## src/rtl/mpeg_stream_feeder.sv

```systemverilog
// Buffers 32-bit compressed-stream words from the host loader in a word FIFO
// and serializes them MSB-first into a byte stream paced by decoder backpressure.
module mpeg_stream_feeder #(
    parameter int FIFO_AW = 4
) (
    input  logic               sys_clk,
    input  logic               RESET_N,
    input  logic [31:0]        word_data,
    input  logic               word_valid,
    output logic               word_ready,
    input  logic               flush,
    input  logic               busy,
    output logic [7:0]         stream_data,
    output logic               stream_valid,
    output logic [FIFO_AW:0]   fifo_level,
    output logic [31:0]        byte_count,
    output logic               idle
);

    localparam int DEPTH = 1 << FIFO_AW;

    localparam logic [0:0] IDLE = 1'b0;
    localparam logic [0:0] SEND = 1'b1;

    logic [0:0]       state;
    logic [31:0]      mem [DEPTH];
    logic [FIFO_AW:0] wr_ptr;
    logic [FIFO_AW:0] rd_ptr;
    logic [31:0]      shift;
    logic [1:0]       idx;

    logic fifo_empty;
    logic push;
    logic emit;
    logic last;
    logic pop;

    // Pointers carry one extra wrap bit, so the difference is the occupancy 0..DEPTH.
    assign fifo_level = wr_ptr - rd_ptr;
    assign fifo_empty = (fifo_level == '0);
    assign word_ready = ~fifo_level[FIFO_AW];
    assign idle       = (state == IDLE) && fifo_empty;

    assign push = word_valid && word_ready && !flush;
    assign emit = (state == SEND) && !busy;
    assign last = emit && (idx == 2'd3);
    assign pop  = !flush && !fifo_empty && ((state == IDLE) || last);

    always_ff @(posedge sys_clk) begin
        if (push) begin
            mem[wr_ptr[FIFO_AW-1:0]] <= word_data;
        end
    end

    always_ff @(posedge sys_clk or negedge RESET_N) begin
        if (!RESET_N) begin
            wr_ptr <= '0;
            rd_ptr <= '0;
        end else if (flush) begin
            wr_ptr <= '0;
            rd_ptr <= '0;
        end else begin
            if (push) wr_ptr <= wr_ptr + 1'b1;
            if (pop)  rd_ptr <= rd_ptr + 1'b1;
        end
    end

    // A pop overrides the shift/index update so the 4th byte and the next load share one edge.
    always_ff @(posedge sys_clk or negedge RESET_N) begin
        if (!RESET_N) begin
            state        <= IDLE;
            shift        <= '0;
            idx          <= '0;
            stream_data  <= '0;
            stream_valid <= 1'b0;
            byte_count   <= '0;
        end else if (flush) begin
            state        <= IDLE;
            stream_valid <= 1'b0;
        end else begin
            stream_valid <= emit;
            if (emit) begin
                stream_data <= shift[31:24];
                shift       <= shift << 8;
                idx         <= idx + 2'd1;
                byte_count  <= byte_count + 32'd1;
            end
            if (pop) begin
                shift <= mem[rd_ptr[FIFO_AW-1:0]];
                idx   <= '0;
                state <= SEND;
            end else if (last) begin
                state <= IDLE;
            end
        end
    end

endmodule

```

## config.mk

```make
export PLATFORM = sky130hd
export DESIGN_NAME = mpeg_stream_feeder
export DESIGN_NICKNAME = d
export VERILOG_FILES = /design/src/rtl/mpeg_stream_feeder.sv
export SDC_FILE = /design/constraint.sdc
export NUM_CORES = 1
export LEC_CHECK = 0
export ABC_AREA = 1
export CELL_PAD_IN_SITES_DETAIL_PLACEMENT = 0
export CELL_PAD_IN_SITES_GLOBAL_PLACEMENT = 1
export CORE_ASPECT_RATIO = 0.7
export CORE_MARGIN = 10
export CORE_UTILIZATION = 45
export CTS_CLUSTER_DIAMETER = 80
export DETAILED_ROUTE_END_ITERATION = 10
export PLACE_DENSITY = 0.79
export SETUP_SLACK_MARGIN = 0.5
export SYNTH_ARGS = -nofsm -noshare
export SYNTH_HDL_FRONTEND = slang
export SYNTH_SLANG_ARGS = --single-unit
export TNS_END_PERCENT = 30
```

## constraint.sdc

```tcl
create_clock -name sys_clk -period 11 [get_ports sys_clk]
set_input_delay 3.3 -clock sys_clk [delete_from_list [all_inputs] [get_ports sys_clk]]
set_output_delay 3.3 -clock sys_clk [all_outputs]
set_load 0.1 [all_outputs]
```

==> results.yml, run 1 <==
drt:
  post_drt_wl_per_cell_um: 19.6
  antenna_violating_nets_left: 0
  drc: 0
  vias: 16900
  dr.first_iter.drc_count: 1663
  finalWirelength_mm: 63.6
  drtPass1Iterations: 5
  via_per_inst: 5.23
final_layout:
  final_util_pct: 51.6
  layout.cell_area.non_filler_um2: 28700
  finalNonFillerCells: 3239
  nets: 2502
  area_delta_synth_final_pct: 12.6
  antenna_fix_cells: 0
  drive_gt1_share_pct: 5.88
global_route:
  grt_start_max_net_pins: 107
  grt_usage_pct: 18.7
  wire_length_of_the_first_global_routing_pass_mm: 98.6
  grt_pass1_vias: 16600
  globalRouteOverflowTotal: 0
  grt_antenna_before_repair: 1
sta:
  finalSetupTns_ps: 0
  clock.fmax_ghz: 0.126
  skew_ps: 22.7
  worst_slew_margin_rel_pct: 25.3
  post-route-period-util_pct: 72.4
  post-route-min-period_ps: 7960
  tightestPinTransition_ps: 1120
  grt_setup_unrepaired: "false"
  hold_violations: 0
  finalSetupViolations: 0
  postLayoutSetupSlackWorst_ps: 3040
  drv_slew: 0
cts:
  cts-hold-fix-buffers: 0
  postCtsResizedCells: 0
  cts_post_setup_buffers_inserted: 0
  clk_latency_ps: 610
  root_buffer: "sky130_fd_sc_hd__clkbuf_16"
  clk_transition_reported_paths_ps: 70
  tritoncts_num_sinks: 598
  cts_tree: "yes"
  maximum_level_of_the_cts_h_tree: 2
  clockBufferDepth: 3
  cts-buffers-inserted: 55
floorplan:
  die_area_um2: 66700
  floorplan.io_pins: 85
  floorplan.die.width_um: 304
  die_h_um: 219
  num_rows: 72
  initial_core_util_pct: 45.8
  core_footprint_um2: 55600
placement:
  place.gp.congestion: 0.840
  port_buffers: 84
  place_inst: 3136
  pre_cts_slack_ps: 3640
  placed_cell_area_um2: 27000
  dp_hpwl_mm: 34.8
critical_path:
  startpoint_type: "flip-flop"
  critical_path_class: "flip-flop to output pin"
  timing.critical_path.required_ps: 7700
  worstReg2RegStart: "rd_ptr[1]"
  worst_setup_path_end_kind: "output pin"
  worst_setup_path_startpoint: "rd_ptr[1]"
  timing.critical_path.arrival_ps: 4660
  cp_max_fo: 44
synth:
  netlist_area_um2: 25500
  yosys_register_bits: 598
  synthArstFlopShare_pct: 14.4
  syn_nets: 2446
  ys.warnings.count: 0
  ys_dominant_reg_cell: "sky130_fd_sc_hd__edfxtp_1"
  synth-edff-count: 512
  seq_area_frac_synth_pct: 68.8
  synthTopCellsByArea: "sky130_fd_sc_hd__edfxtp_1 (60%), sky130_fd_sc_hd__nand2_1 (11%), sky130_fd_sc_hd__dfrtp_1 (8.5%)"
  number_of_distinct_library_cell_variants_in_the_gate_level_netlist_after_synthesis: 37
  top_cell_type_by_total_area_after_synthesis: "sky130_fd_sc_hd__edfxtp_1"
  syn-instance-count: 2397
  synth_largest_type_area_fraction_pct: 60.4
  post_synthesis_mean_instance_area_um2: 10.6
job:
  cap_viol_max_count: 0
min_path:
  timing.hold.worst.start: "shift[29]"
  min_path_type: "flip-flop to flip-flop"
power:
  vdd.ir_drop.worst_mv: 0.137
  cellLeakagePower_uw: 0.0115
  power_density_nw_per_um2: 220
run_status:
  result_of_the_run: "finished clean"
-- cells in the final DEF (no fill, tap or decap), types with 56 or more instances in the layout --
master and n:
sky130_fd_sc_hd__inv_1 170, sky130_fd_sc_hd__dfrtp_1 83, sky130_fd_sc_hd__nor2_1 300, sky130_fd_sc_hd__edfxtp_1 512, sky130_fd_sc_hd__nand3_1 179, sky130_fd_sc_hd__a21oi_1 77, sky130_fd_sc_hd__clkdlybuf4s50_1 83, sky130_fd_sc_hd__nand2_1 716
sky130_fd_sc_hd__o21ai_0 101, sky130_fd_sc_hd__clkbuf_16 56
-- worst paths after layout --
path                                        to  slack, ps  depth (start not counted)
max in group asynchronous            rd_ptr[1]       7130                          2
worst min register to register  stream_data[5]        480                          2
worst min-delay path            stream_data[5]        480                          2
worst max register to register     mem[12][24]       6190                         13
worst max-delay path                      idle       3040                          8
min in group asynchronous       stream_data[2]       2570                          1
-- metrics by stage --
step | total power, uW | hold WS (ps)
after floorplan | 4060 | 442
after global placement | 4480 | 460
after detailed placement | 4500 | 465
after CTS | 6350 | 480
after global routing | 6640 | 508
final | 6320 | 477
-- area by class of cell --
| cell class | instances | area (um2) |
|---|---|---|
| Fill cell | 4859 | 26900 |
| Timing Repair Buffer | 116 | 1080 |
| Clock buffer | 75 | 1470 |
| Clock inverter | 28 | 243 |
| Sequential cell | 598 | 17500 |
| Multi-Input combinational cell | 1506 | 6750 |
| Inverter | 176 | 673 |
| Tap cell | 740 | 926 |
-- worst max-delay path, cell delays in order, from the launching register on --
cell                              delay, ps
sky130_fd_sc_hd__dfrtp_4                720
sky130_fd_sc_hd__inv_4                  460
sky130_fd_sc_hd__buf_4                  520
sky130_fd_sc_hd__fa_1                   540
sky130_fd_sc_hd__or2_0                  240
sky130_fd_sc_hd__nor2_1                 160
sky130_fd_sc_hd__nand3_2                130
sky130_fd_sc_hd__nor2_1                 100
sky130_fd_sc_hd__clkdlybuf4s50_1       1140
-- state kept, by name, indices dropped and copies added, names as in the netlist, 2 cells and up --
signal,cells
byte_count,32
wr_ptr,5
mem,512
stream_data,8
shift,32
idx,2
rd_ptr,5
-- Yosys cell counts, types with 12 or more instances --
library cell and n:
sky130_fd_sc_hd__dfrtp_1 86, sky130_fd_sc_hd__buf_6 12, sky130_fd_sc_hd__xnor2_1 14, sky130_fd_sc_hd__nor2_1 314, sky130_fd_sc_hd__edfxtp_1 512, sky130_fd_sc_hd__inv_1 170, sky130_fd_sc_hd__a21oi_1 77, sky130_fd_sc_hd__nand2_1 716
sky130_fd_sc_hd__a22o_1 13, sky130_fd_sc_hd__buf_4 13, sky130_fd_sc_hd__o21ai_0 101, sky130_fd_sc_hd__buf_2 43, sky130_fd_sc_hd__o21ai_1 13, sky130_fd_sc_hd__clkbuf_1 37, sky130_fd_sc_hd__xor2_1 19, sky130_fd_sc_hd__nand3_1 179
-- power by group --
part	internal (uW)	leakage [uW]	total, uW	switching (uW)
Combinational	458	0.00494	1750	1290
Sequential	2600	0.00571	2710	113
Clock	1030	0.000826	1860	827
-- metal layers --
| layer | part of all wire, % | wire length [um] | global-route usage, % |
|---|---|---|---|
| met5 | 0.020 | 13 | 0 |
| met4 | 2.6 | 1620 | 5.81 |
| met3 | 6.6 | 4190 | 3.08 |
| met2 | 44 | 28200 | 29.3 |
| met1 | 46 | 29600 | 26.5 |
-- logic make-up (layout without fill, tap and decap cells) --
| group | Yosys count | count (layout) | synth area share [%] |
|---|---|---|---|
| AO/OA/AOI/OAI | 213 | 213 | 4.47 |
| XOR/XNOR | 33 | 33 | 1.13 |
| adder cells (fa/ha/maj) | 12 | 12 | 0.619 |
| buffers and inverters | 293 | 395 | 5.15 |
| flip-flops | 598 | 598 | 68.8 |
| AND/OR/NAND/NOR | 1248 | 1248 | 19.8 |
(Power assumes the default switching activity.)
==> inputs of run 2 (changes only) <==
clock period = 8.1 ns   (was 11 ns; I/O delays follow)
==> run 2 against run 1 <==
Compared with the run above: sequential power increased by 36%; design area increased by 0.68%; die area unchanged; total power increased by 39%; routed wire length decreased by 1.6%; core utilization increased by 0.35 points; flip-flop and latch count unchanged; global-route usage decreased by 0.31 points; critical endpoint unchanged.
==> results.yml, run 2 (synthesis results as in run 1) <==
run_status:
  result_of_the_run: "finished clean"
drt:
  drc: 0
  via_per_inst: 5.22
  antenna_violating_nets_left: 0
  finalWirelength_mm: 62.6
  drtPass1Iterations: 5
  post_drt_wl_per_cell_um: 19.3
  vias: 16900
  dr.first_iter.drc_count: 1594
global_route:
  grt_antenna_before_repair: 1
  grt_usage_pct: 18.4
  grt_start_max_net_pins: 155
  globalRouteOverflowTotal: 0
  wire_length_of_the_first_global_routing_pass_mm: 97.4
  grt_pass1_vias: 16400
floorplan:
  initial_core_util_pct: 45.8
  die_h_um: 219
  core_footprint_um2: 55600
  floorplan.die.width_um: 304
  die_area_um2: 66700
  num_rows: 72
  floorplan.io_pins: 85
cts:
  postCtsResizedCells: 0
  cts-hold-fix-buffers: 0
  cts_tree: "yes"
  root_buffer: "sky130_fd_sc_hd__clkbuf_16"
  maximum_level_of_the_cts_h_tree: 2
  tritoncts_num_sinks: 598
  clockBufferDepth: 3
  clk_latency_ps: 610
  cts-buffers-inserted: 57
  clk_transition_reported_paths_ps: 60
  cts_post_setup_buffers_inserted: 0
power:
  vdd.ir_drop.worst_mv: 0.196
  power_density_nw_per_um2: 303
  cellLeakagePower_uw: 0.0116
job:
  cap_viol_max_count: 0
critical_path:
  timing.critical_path.required_ps: 5670
  startpoint_type: "flip-flop"
  critical_path_class: "flip-flop to output pin"
  timing.critical_path.arrival_ps: 4220
  cp_max_fo: 43
  worst_setup_path_end_kind: "output pin"
sta:
  post-route-min-period_ps: 6650
  hold_violations: 0
  post-route-period-util_pct: 82.1
  finalSetupTns_ps: 0
  finalSetupViolations: 0
  tightestPinTransition_ps: 1060
  clock.fmax_ghz: 0.150
  skew_ps: 15.9
  drv_slew: 0
  grt_setup_unrepaired: "false"
  worst_slew_margin_rel_pct: 29.3
final_layout:
  nets: 2502
  area_delta_synth_final_pct: 13.4
  fillerInstances: 4825
  mostFrequentLayoutCells: "sky130_fd_sc_hd__nand2_1 (716), sky130_fd_sc_hd__edfxtp_1 (512), sky130_fd_sc_hd__nor2_1 (300)"
  drive_gt1_share_pct: 6.76
  finalNonFillerCells: 3239
  layout.cells.most_common: "sky130_fd_sc_hd__nand2_1"
  largest_reg_flops: 512
  antenna_fix_cells: 0
placement:
  place_inst: 3134
  place.gp.congestion: 0.860
  dp_hpwl_mm: 34.6
  port_buffers: 84
min_path:
  min_path_type: "flip-flop to flip-flop"
[run 2: final timing paths]
kind	to	start	slack, ps	depth (start not counted)
setup / recovery	idle	rd_ptr[1]	1450	7
hold / removal	shift[8]	shift[8]	480	2
setup reg to reg	mem[12][3]	rd_ptr[1]	3670	12
hold reg to reg	shift[8]	shift[8]	480	2
max in group asynchronous	rd_ptr[1]	RESET_N	5150	2
min in group asynchronous	byte_count[24]	RESET_N	1730	1
[run 2: power breakdown]
group | total, uW | internal, uW | switching, uW
Clock | 2730 | 1560 | 1180
Sequential | 3690 | 3530 | 158
Combinational | 2340 | 624 | 1710
Total | 8760 | 5710 | 3050
[run 2: area by class of cell]
| type | count | area, um2 | share of cell area (%) |
|---|---|---|---|
| flip-flops and latches | 598 | 17500 | 60.7 |
| multi-input cells | 1506 | 6750 | 23.4 |
| clock buffers | 68 | 1510 | 5.22 |
| repair buffers | 114 | 1080 | 3.73 |
| well taps | 740 | 926 | 3.21 |
| inverters | 176 | 673 | 2.33 |
| clock inverters | 37 | 407 | 1.41 |
[run 2: per-stage QoR]
stage	utilization (%)	cell area [um2]	hold slack [ps]	setup slack, ps	power [uW]
floorplan	-	25500	442	1870	5510
global placement	48.5	27000	463	2100	6070
detailed placement	48.5	27000	465	2080	6100
CTS	51.9	28900	483	1420	8820
global route	51.9	28900	508	1290	9200
finish	51.9	28900	480	1450	8760
[run 2: worst max-delay path, stage by stage (launching register included)]
cell,delay (ps)
sky130_fd_sc_hd__dfrtp_4,700
sky130_fd_sc_hd__inv_4,540
sky130_fd_sc_hd__fa_1,550
sky130_fd_sc_hd__or2_0,240
sky130_fd_sc_hd__nor2_1,170
sky130_fd_sc_hd__nand3_2,140
sky130_fd_sc_hd__nor2_1,110
sky130_fd_sc_hd__clkdlybuf4s50_1,1140
[run 2: metal layers]
layer / up-vias / global-route usage [%] / wire (um)
met2: 480 / 29.4 / 28700
met3: 92 / 2.85 / 3570
met5: - / 0 / 7
met1: 8267 / 26.2 / 29100
met4: 2 / 4.37 / 1170
li1: 8076 / - / -
==> inputs of run 3 (changes only) <==
CORE_UTILIZATION = 44   (was 45)
PLACE_DENSITY = 0.8   (was 0.79)
clock period = 5.95 ns   (was 8.1 ns; I/O delays follow)
==> run 3 against run 2 <==
Compared with the run above: setup slack worse by 420 ps; sequential share of layout area hardly changed; clock skew is 3.0 ps higher; total power is 36% higher; die area is 2.1% higher; count of clock-buffer cells in the layout is 1 higher; via count is 1.6% higher; non-clock buffer count is 1 higher; critical path type unchanged; highest routed layer is now met4.
==> results.yml, run 3 (synthesis results as in run 1) <==
critical_path:
  startpoint_type: "flip-flop"
  critical_path.slowest_cell: "sky130_fd_sc_hd__inv_2"
  delay_of_the_slowest_cell_on_the_worst_path_ps: 730
  timing.critical_path.arrival_ps: 3130
  worst_setup_path_end_kind: "output pin"
  timing.critical_path.required_ps: 4160
  timing.critical_path.buf_inv: 2
  cp_cell_sequence: "inv_2 -> ha_1 -> a21oi_2 -> nand3_1 -> nand2_1 -> nand3_2 -> nor2_2 -> buf_12"
  critical_path_class: "flip-flop to output pin"
  worst_path_dominant_cell_family: "buffers and inverters"
  cp_max_fo: 35
sta:
  skew_ps: 18.9
  postLayoutSetupSlackWorst_ps: 1030
  grt_setup_unrepaired: "false"
  post-route-min-period_ps: 4920
  worst_slew_margin_rel_pct: 16.4
  tightestPinTransition_ps: 1250
  clock.fmax_ghz: 0.203
  hold_violations: 0
  finalSetupViolations: 0
  drv_slew: 0
  finalSetupTns_ps: 0
  post-route-period-util_pct: 82.7
final_layout:
  largest_reg_flops: 512
  antenna_fix_cells: 0
  layout.cells.most_common: "sky130_fd_sc_hd__nand2_1"
  nets: 2502
  drive_gt1_share_pct: 6.68
  finalNonFillerCells: 3250
  layout.cell_area.non_filler_um2: 28900
  area_delta_synth_final_pct: 13.5
  mostFrequentLayoutCells: "sky130_fd_sc_hd__nand2_1 (716), sky130_fd_sc_hd__edfxtp_1 (512), sky130_fd_sc_hd__nor2_1 (299)"
power:
  vdd.ir_drop.worst_mv: 0.299
  power.clock.fraction_pct: 30.4
  internal_power_uw: 7730
  cellLeakagePower_uw: 0.0116
  power_density_nw_per_um2: 413
  comb_power_share_pct: 27.8
  share_seq_of_total_power_pct: 41.9
  p_switching_uw: 4200
  p_sw_share_pct: 35.2
cts:
  cts-buffers-inserted: 56
  cts_tree: "yes"
  maximum_level_of_the_cts_h_tree: 2
  clockBufferDepth: 3
  cts_post_setup_buffers_inserted: 0
  clk_latency_ps: 610
  postCtsResizedCells: 0
  clk_transition_reported_paths_ps: 70
  root_buffer: "sky130_fd_sc_hd__clkbuf_16"
  cts-hold-fix-buffers: 0
  tritoncts_num_sinks: 598
placement:
  dp_hpwl_mm: 37.3
  place.gp.congestion: 0.851
  port_buffers: 84
  place_inst: 3145
  placed_cell_area_um2: 27100
  pre_cts_slack_ps: 1160
global_route:
  wire_length_of_the_first_global_routing_pass_mm: 100
  grt_start_max_net_pins: 167
  grt_antenna_before_repair: 0
  globalRouteOverflowTotal: 0
  grt_usage_pct: 18.6
  grt_pass1_vias: 16600
drt:
  drc: 0
  antenna_violating_nets_left: 0
  finalWirelength_mm: 64.1
  post_drt_wl_per_cell_um: 19.7
  via_per_inst: 5.29
  vias: 17200
  dr.first_iter.drc_count: 1789
  drtPass1Iterations: 6
floorplan:
  initial_core_util_pct: 44.7
  num_rows: 73
  die_area_um2: 68100
  core_footprint_um2: 57000
  floorplan.die.width_um: 308
  die_h_um: 221
  floorplan.io_pins: 85
min_path:
  min_path_type: "flip-flop to flip-flop"
job:
  cap_viol_max_count: 0
run_status:
  result_of_the_run: "finished clean"
run 3: power by group through the flow:
stage               clock network [uW]  logic [uW]  registers [uW]
finish                            3620        3310            4990
global route                      3850        3640            5020
CTS                               3680        3340            4990
detailed placement                   0        3320            5080
global placement                     0        3300            5070
floorplan                            0        2150            5360
run 3: tightest hold or removal path: cells and delay by family (launching register included):
| kind | cells | cell delay [ps] |
|---|---|---|
| DFF | 1 | 340 |
| and+or+nand+nor | 2 | 100 |
run 3: layout make-up:
cell class,count,area (um2)
Multi-Input combinational cell,1506,6750
Clock inverter,36,373
Sequential cell,598,17500
Timing Repair Buffer,115,1160
Clock buffer,69,1470
Inverter,176,672
Tap cell,750,938
Fill cell,5077,28100
run 3: through the flow:
stage	power, uW	util (%)	hold slack [ps]
CTS	12000	50.7	475
floorplan	7510	-	442
global route	12500	50.7	499
finish	11900	50.7	471
detailed placement	8400	47.5	459
global placement	8370	47.5	459
run 3: worst paths after layout:
path / start / endpoint / slack, ps / depth (start not counted)
worst max-delay path: rd_ptr[3] / idle / 1030 / 8
worst min-delay path: shift[3] / shift[3] / 470 / 2
worst max register to register: rd_ptr[3] / mem[6][12] / 1640 / 11
worst min register to register: shift[3] / shift[3] / 470 / 2
max in group asynchronous: RESET_N / rd_ptr[1] / 3770 / 2
min in group asynchronous: RESET_N / byte_count[31] / 1270 / 1
run 3: layer usage:
metal	share of wire, %	vias up	track usage (%)
li1	-	8090	-
met1	45	8356	27.1
met2	45	635	28.8
met3	7.8	101	3.10
met4	2.4	0	4.51
met5	0	-	0
==> RTL edit, RTL diff (config.mk and constraints of run 3) <==
Change the parameter `FIFO_AW` from 4 to 2.
--- a/src/rtl/mpeg_stream_feeder.sv
+++ b/src/rtl/mpeg_stream_feeder.sv
@@ -1,7 +1,7 @@
 // Buffers 32-bit compressed-stream words from the host loader in a word FIFO
 // and serializes them MSB-first into a byte stream paced by decoder backpressure.
 module mpeg_stream_feeder #(
-    parameter int FIFO_AW = 4
+    parameter int FIFO_AW = 2
 ) (
     input  logic               sys_clk,
     input  logic               RESET_N,
Ports: changed (resized fifo_level); port bits go from 85 to 83. The function was not compared with the original's and may differ.
==> RTL edit against run 3 <==
  * Worst setup slack better by 0.17 ns
  * Sequential cell count down 388
  * Power down 54%
  * Area after synthesis shrank 64%
  * Register-to-register slack better by 1.5 ns
  * Final area is 62% lower
  * Sequential share of layout area decreased by 7.0 points
  * Via count decreased by 62%
  * Cell count decreased by 59%
  * Critical path depth fell by 1
  * Wire length shrank 66%
  * Sequential power is 61% lower
  * Core utilization up 2.4 points
  * Critical path type unchanged
==> RTL edit: results (changes against run 3) <==
metric,value,unit,change
hold_end,stream_data[4],,was shift[3]
drtIter0Drc,515,,was 1789
ir_drop,0.000375,V,was 0.000299 V
drive_gt1_share,6.21,%,was 6.68%
place_area,10300,um2,was 27100 um2
synth-compound-area-share,2.05,%,was 4.47%
ys_seq_area_share,63.7,%,was 68.8%
r2r-start,rd_ptr[0],,was rd_ptr[3]
synth.distinct_cells,28,,was 37
portBuffers,82,,was 84
dp.cells,1282,,was 3145
met2_length,9440,um,was 28700 um
arrival,2.97,ns,was 3.13 ns
synth_fa_ha_area_share,1.30,%,was 0.619%
grt_max_degree,67,,was 167
finalNetCount,1076,,was 2502
finalWorstSetupSlack,1.20,ns,was 1.03 ns
hold_start,shift[28],,was shift[3]
met1_usage,22.6,%,was 27.1%
grt_usage,15.5,%,was 18.6%
ff2ff_path_depth,9,,was 11
grt_pass1_vias,6300,,was 16600
gp_congestion,0.852,,was 0.851
grt_use_met2,23.1,%,was 28.8%
synthXorXnorAreaFrac,2.08,%,was 1.13%
switching_share,43.0,%,was 35.2%
yosys-top-cells-area,"edfxtp_1, dfrtp_1, nand2_1",,"was edfxtp_1, nand2_1, dfrtp_1"
worst-path-max-fanout,5,,was 35
status,"finished, final reports clean",,unchanged
cts-buffers-inserted,22,,was 56
tightestPinTransition,0.999,ns,was 1.25 ns
htree_levels,1,,was 2
hpwl,14200,um,was 37300 um
timing.rr.end,shift[19],,was mem[6][12]
async_flop_share,39.0,%,was 14.4%
largest_reg_flops,128,,was 512
met1_length,10900,um,was 28900 um
avgSynthCellArea,9.71,um2,was 10.6 um2
rrSetupSlack,3.18,ns,was 1.64 ns
drt-vias-per-instance,4.92,,was 5.29
clk_latency,0.51,ns,was 0.61 ns
preCtsSetupSlack,1.60,ns,was 1.16 ns
holdWs,0.476,ns,was 0.471 ns
startpoint,wr_ptr[0],,was rd_ptr[3]
vias,6504,,was 17200
grt_pass1_wl,34800,um,was 100000 um
met3_usage,3.34,%,was 3.10%
first_pass_iters,5,,was 6
wl_met3,1050,um,was 4990 um
p_sw,2.35,mW,was 4.20 mW
crit_end,word_ready,,was idle
[RTL edit: changes by cell type in the layout (fill, tap and decap cells not counted), sizes merged, moves of 11 or more]
cell | run 3 | this run
inv | 179 | 57
o21ai | 114 | 28
nand4 | 9 | 27
clkbuf | 69 | 30
nand3 | 182 | 94
clkinv | 21 | 10
nor2 | 320 | 74
a22o | 13 | 0
edfxtp | 512 | 128
nand2 | 721 | 376
buf | 38 | 13
a21oi | 78 | 0
[RTL edit: critical path, cell delays in order (launching register included)]
cell	delay (ns)
dfrtp_1	0.36
inv_1	0.10
ha_1	0.22
fa_1	0.39
nand3_2	0.12
nand2_1	0.07
inv_1	0.07
clkdlybuf4s50_1	1.13
[RTL edit: final cells by class]
class | count | area, um2
inverter | 59 | 224
timing repair buffer | 92 | 888
fill | 1909 | 9710
multi-input combinational | 645 | 2950
clock inverter | 10 | 73.8
sequential | 210 | 5900
clock buffer | 30 | 612
tap | 276 | 345
